[config.mk]
export PLATFORM = sky130hd
export DESIGN_NAME = lead_1_scan
export DESIGN_NICKNAME = d
export VERILOG_FILES = /design/src/rtl/lead_1_pkg.sv /design/src/rtl/lead_1_pe.sv /design/src/rtl/lead_1_scan.sv
export SDC_FILE = /design/constraint.sdc
export NUM_CORES = 1
export LEC_CHECK = 0
export CAP_MARGIN = 0
export CORE_MARGIN = 1.5
export CORE_UTILIZATION = 51
export DETAILED_ROUTE_END_ITERATION = 10
export GPL_TIMING_DRIVEN = 1
export MAX_ROUTING_LAYER = met4
export PLACE_DENSITY = 0.84
export SLEW_MARGIN = 20
export SYNTH_ARGS = -nofsm -noshare
export SYNTH_HDL_FRONTEND = slang
export SYNTH_SLANG_ARGS = --single-unit
[constraint.sdc]
create_clock -name clk -period 5 [get_ports clk]
set_input_delay 1 -clock clk [delete_from_list [all_inputs] [get_ports clk]]
set_output_delay 1 -clock clk [all_outputs]
set_load 0.01 [all_outputs]
[src/rtl/lead_1_pkg.sv]
// lead_1_pkg: shared types for the iterative set-bit scanner.
//   scan_dir_t   - scan order of a word (MSB-first or LSB-first)
//   scan_state_t - scanner control state
package lead_1_pkg;

  typedef enum logic {DIR_MSB, DIR_LSB} scan_dir_t;

  typedef enum logic {S_IDLE, S_SCAN} scan_state_t;

endpackage : lead_1_pkg

[src/rtl/lead_1_pe.sv]
// lead_1_pe: combinational, parametrised priority encoder.
//   data   [N-1:0] word to encode
//   dir            DIR_MSB selects the highest set bit, DIR_LSB the lowest
//   index  [W-1:0] position of the selected bit (0 when data is all-zero)
//   valid          at least one bit of data is set
//   onehot [N-1:0] the selected bit alone (all-zero when !valid)
//   multi          more than one bit of data is set
module lead_1_pe
  import lead_1_pkg::*;
#(
  parameter int N = 8,
  localparam int W = $clog2(N)
) (
  input  logic [N-1:0] data,
  input  scan_dir_t    dir,
  output logic [W-1:0] index,
  output logic         valid,
  output logic [N-1:0] onehot,
  output logic         multi
);

  // The loop runs towards the winning end, so the last hit seen is the
  // one selected.
  always_comb begin
    // NOTE: every output gets a default first so no path can infer a latch.
    index = '0;
    valid = 1'b0;
    if (dir == DIR_MSB) begin
      for (int i = 0; i < N; i++) begin
        if (data[i]) begin
          index = W'(i);
          valid = 1'b1;
        end
      end
    end else begin
      for (int i = N - 1; i >= 0; i--) begin
        if (data[i]) begin
          index = W'(i);
          valid = 1'b1;
        end
      end
    end
  end

  assign onehot = valid ? (N'(1) << index) : '0;

  // Clearing the lowest set bit leaves something only if two or more were set.
  assign multi = |(data & (data - N'(1)));

endmodule : lead_1_pe

[src/rtl/lead_1_scan.sv]
// lead_1_scan: accepts an N-bit word and streams the index of every set bit,
// one per beat, MSB-first or LSB-first as chosen with the word.
//   clk, rst_n                    clock, synchronous active-low reset
//   in_valid/in_ready             input word handshake
//   in_data [N-1:0], in_lsb_first word and its scan order
//   out_valid/out_ready           beat handshake
//   out_index [W-1:0]             bit position of the current set bit
//   out_seq   [W-1:0]             beat number within the word
//   out_last                      final beat of the word
//   out_empty                     the word was all-zero (single beat)
module lead_1_scan
  import lead_1_pkg::*;
#(
  parameter int N = 8,
  localparam int W = $clog2(N)
) (
  input  logic         clk,
  input  logic         rst_n,
  input  logic         in_valid,
  output logic         in_ready,
  input  logic [N-1:0] in_data,
  input  logic         in_lsb_first,
  output logic         out_valid,
  input  logic         out_ready,
  output logic [W-1:0] out_index,
  output logic [W-1:0] out_seq,
  output logic         out_last,
  output logic         out_empty
);

  scan_state_t  state, state_n;
  logic [N-1:0] resid, resid_n;
  scan_dir_t    dir, dir_n;
  logic [W-1:0] seq, seq_n;
  logic         empty, empty_n;

  logic [W-1:0] pe_index;
  logic         pe_valid;
  logic [N-1:0] pe_onehot;
  logic         pe_multi;
  logic         in_fire, out_fire;

  lead_1_pe #(.N(N)) u_pe (
    .data   (resid),
    .dir    (dir),
    .index  (pe_index),
    .valid  (pe_valid),
    .onehot (pe_onehot),
    .multi  (pe_multi)
  );

  assign out_index = pe_valid ? pe_index : '0;
  assign out_seq   = seq;
  assign out_last  = !pe_multi;
  assign out_empty = empty;

  // Both handshake outputs are held low while reset is asserted.
  assign out_valid = rst_n && (state == S_SCAN);
  // Accepting during the final beat lets the next word follow without a bubble.
  assign in_ready  = rst_n && ((state == S_IDLE) ||
                               ((state == S_SCAN) && out_last && out_ready));

  assign in_fire  = in_valid && in_ready;
  assign out_fire = out_valid && out_ready;

  always_comb begin
    state_n = state;
    resid_n = resid;
    dir_n   = dir;
    seq_n   = seq;
    empty_n = empty;
    if (in_fire) begin
      state_n = S_SCAN;
      resid_n = in_data;
      dir_n   = scan_dir_t'(in_lsb_first);
      seq_n   = '0;
      empty_n = (in_data == '0);
    end else if (out_fire) begin
      if (out_last) begin
        state_n = S_IDLE;
      end else begin
        resid_n = resid & ~pe_onehot;
        seq_n   = seq + W'(1);
      end
    end
  end

  // NOTE: state is updated with non-blocking assignments so every register
  // samples the values from before this edge.
  always_ff @(posedge clk) begin
    if (!rst_n) begin
      state <= S_IDLE;
      resid <= '0;
      dir   <= DIR_MSB;
      seq   <= '0;
      empty <= 1'b0;
    end else begin
      state <= state_n;
      resid <= resid_n;
      dir   <= dir_n;
      seq   <= seq_n;
      empty <= empty_n;
    end
  end

endmodule : lead_1_scan

==> metrics.cfg <==
[worst_setup_path]
critPathMostFrequentCell = clkdlybuf4s50_1
r2r-end = resid[2]
worst_path_max_delay_cell = clkdlybuf4s50_1
critPathCapture = out_valid
path_max_fanout = 17
worst-path-buf-inv = 2
critPathLaunchType = input port
path_class = in -> out
ff2ff_path_depth = 6
endpoint_kind = output pin
cp_num_cells = 3
rr_startpoint = resid[2]
regToRegSetupSlack_ns = 2.25
critPathTopFamily = buffers and inverters
arrival_ns = 2.61
crit_required_ns = 4.00
path_cells = clkdlybuf4s50_1 > and2_1 > clkdlybuf4s50_1
crit_start = rst_n
slowest_delay_ns = 0.79

[timing]
worst_pin_slew_ns = 0.6779
finClkSkew_ns = 0.0006390
rsz0062_at_grt = no
max_clock_freq_ghz = 0.2772
fin_hold_ws_ns = 0.4739
period_minus_slack_ns = 3.608
drv_slew = 0
finalHoldViolCount = 0
post-route-period-util_pct = 72.15
relSlewSlack_pct = 54.81
setup_violations = 0
setup_tns_ns = 0

[logic_synthesis]
ys_ff_latch = 14
syn_avg_cell_area_um2 = 9.142
syn_nets = 115
mappedNetlistArea_um2 = 923.4
ys_types = 35
syn_inst = 101
ys_seq_area_share_pct = 30.35
yosys_warnings = 0

[floorplan]
io_pins = 23
die_height_um = 45.55
design.core.area_um2 = 1708
fp.dieW_um = 45.55
start_util_pct = 54.07
dieArea_um2 = 2075
row_count = 15

[layout]
final_util_pct = 67.03
layout-drive-gt1-share_pct = 12.50
stdcell_area_um2 = 1145
layout_commonest_cell = clkdlybuf4s50_1
diodes = 0
nNetsFinal = 135
area_growth_pct = 23.98
final_cell_mix = 22 x clkdlybuf4s50_1, 14 x dfxtp_1, 11 x inv_1

[cts]
cts_root_buffer = clkbuf_4
clk-insertion-delay-late_ns = 0.29
post_cts_buffers = 0
cts_sinks = 14
cts_max_path_buffers = 2
cts_tree = built
holdBufCountCts = 0
htreeDepth = 1
path_clk_slew_ns = 0.09
post_cts_resized = 0
cts_buffers = 3

[min_path]
holdCritPathClass = reg -> reg

[detailed_routing]
vias = 851
wire_per_inst_um = 13.69
drc = 0
finalWirelength_mm = 1.985
drt_pre_antenna_iters = 4
avgViaCountPerCell = 5.869
drt_iter0_drc = 24
detail-route-antenna-nets = 0

[place]
placed_area_um2 = 1109
portBuffers = 22
place_congestion = 0.8445
dp_hpwl_mm = 1.465

[global_route]
grtUsageTotal_pct = 21.92
grt-ovfl-total = 0
grt_max_degree = 18
grt_pass1_wl_mm = 3.201
antenna_found_initial = 0
grt_pass1_vias = 718

[outcome]
run_status = finished, final reports clean

[power]
power.total_mw = 0.3195
p_leak_nw = 0.4540
ir_worst_vdd_uv = 196.1
power_density_nw_per_um2 = 279.1

[job]
maxCapViolations = 0

==> through the flow <==
step	cells	setup slack, ns
floorplan	101	2.335
global placement	141	1.433
detailed placement	141	1.402
CTS	145	1.400
global route	145	1.287
finish	145	1.392
==> Yosys cell counts (all sizes together) <==
library cell,instances,area (µm²)
o41ai,1,8.760
mux2i,3,30.03
a21oi,5,25.02
nor2,4,15.01
or4,2,15.01
and2,2,12.51
a22o,2,17.52
or2,2,12.51
mux2,8,108.9
a22oi,1,7.510
dfxtp,14,280.3
o22ai,1,6.260
inv,11,41.29
clkbuf,2,7.510
nor3b,3,22.52
o21ai,2,13.76
xnor2,1,8.760
nand4,1,6.260
and3,2,12.51
nand3,1,5.000
nand2,7,26.28
o31ai,3,22.52
ha,1,12.51
a211o,1,8.760
nor4,3,18.77
buf,5,58.80
o211ai,1,7.510
a21boi,1,7.510
o311a,8,80.08
a211oi,2,15.01
xor2,1,8.760
==> metal layers <==
metal / vias up / wire (µm) / global-route usage [%]
li1: 415 / - / -
met1: 410 / 895 / 27.63
met2: 23 / 994 / 35.49
met3: 3 / 70 / 2.381
met4: 0 / 24 / 8.824
met5: - / 0 / -
==> flip-flops by register name, indices dropped and copies added, names as in the netlist <==
register / flops
resid: 8
out_empty: 1
out_seq: 3
state: 1
dir: 1
==> worst min path at each step <==
stage                   start         to  slack (ns)  cells after the start
floorplan               state      state        0.47                      2
global placement    out_empty  out_empty        0.47                      2
CTS                 out_empty  out_empty        0.48                      2
finish              out_empty  out_empty        0.47                      2
global route        out_empty  out_empty        0.52                      2
detailed placement  out_empty  out_empty        0.47                      2
==> power breakdown <==
group          internal (mW)  switching, mW  total [mW]  leakage, nW
clock network         0.0444         0.0393      0.0837       0.0210
logic                 0.0546         0.0493       0.104        0.318
registers              0.119         0.0132       0.132        0.115
==> worst reg2reg max path: stages, from the launching register on <==
cell and delay [ns]:
dfxtp_1 0.40, or4_1 0.55, a211o_1 0.25, a22o_1 0.26, o21ai_2 0.16, and3_1 0.62
mux2_2 0.41
==> cells by family after synthesis <==
logic type | count (synthesis) | share of synthesized area, %
xor+xnor | 2 | 1.897
mux | 11 | 15.04
flops | 14 | 30.35
fa+ha+maj | 1 | 1.355
simple gates | 27 | 15.85
buf+inv | 18 | 11.65
compound gates | 28 | 23.85
==> final cells by class <==
class / instances / area (µm²)
inverters: 11 / 41.29
repair buffers: 22 / 220.2
well taps: 25 / 31.28
clock buffers: 4 / 36.28
fillers: 132 / 563.0
multi-input cells: 69 / 535.5
flip-flops and latches: 14 / 280.3
(Power assumes the default switching activity.)
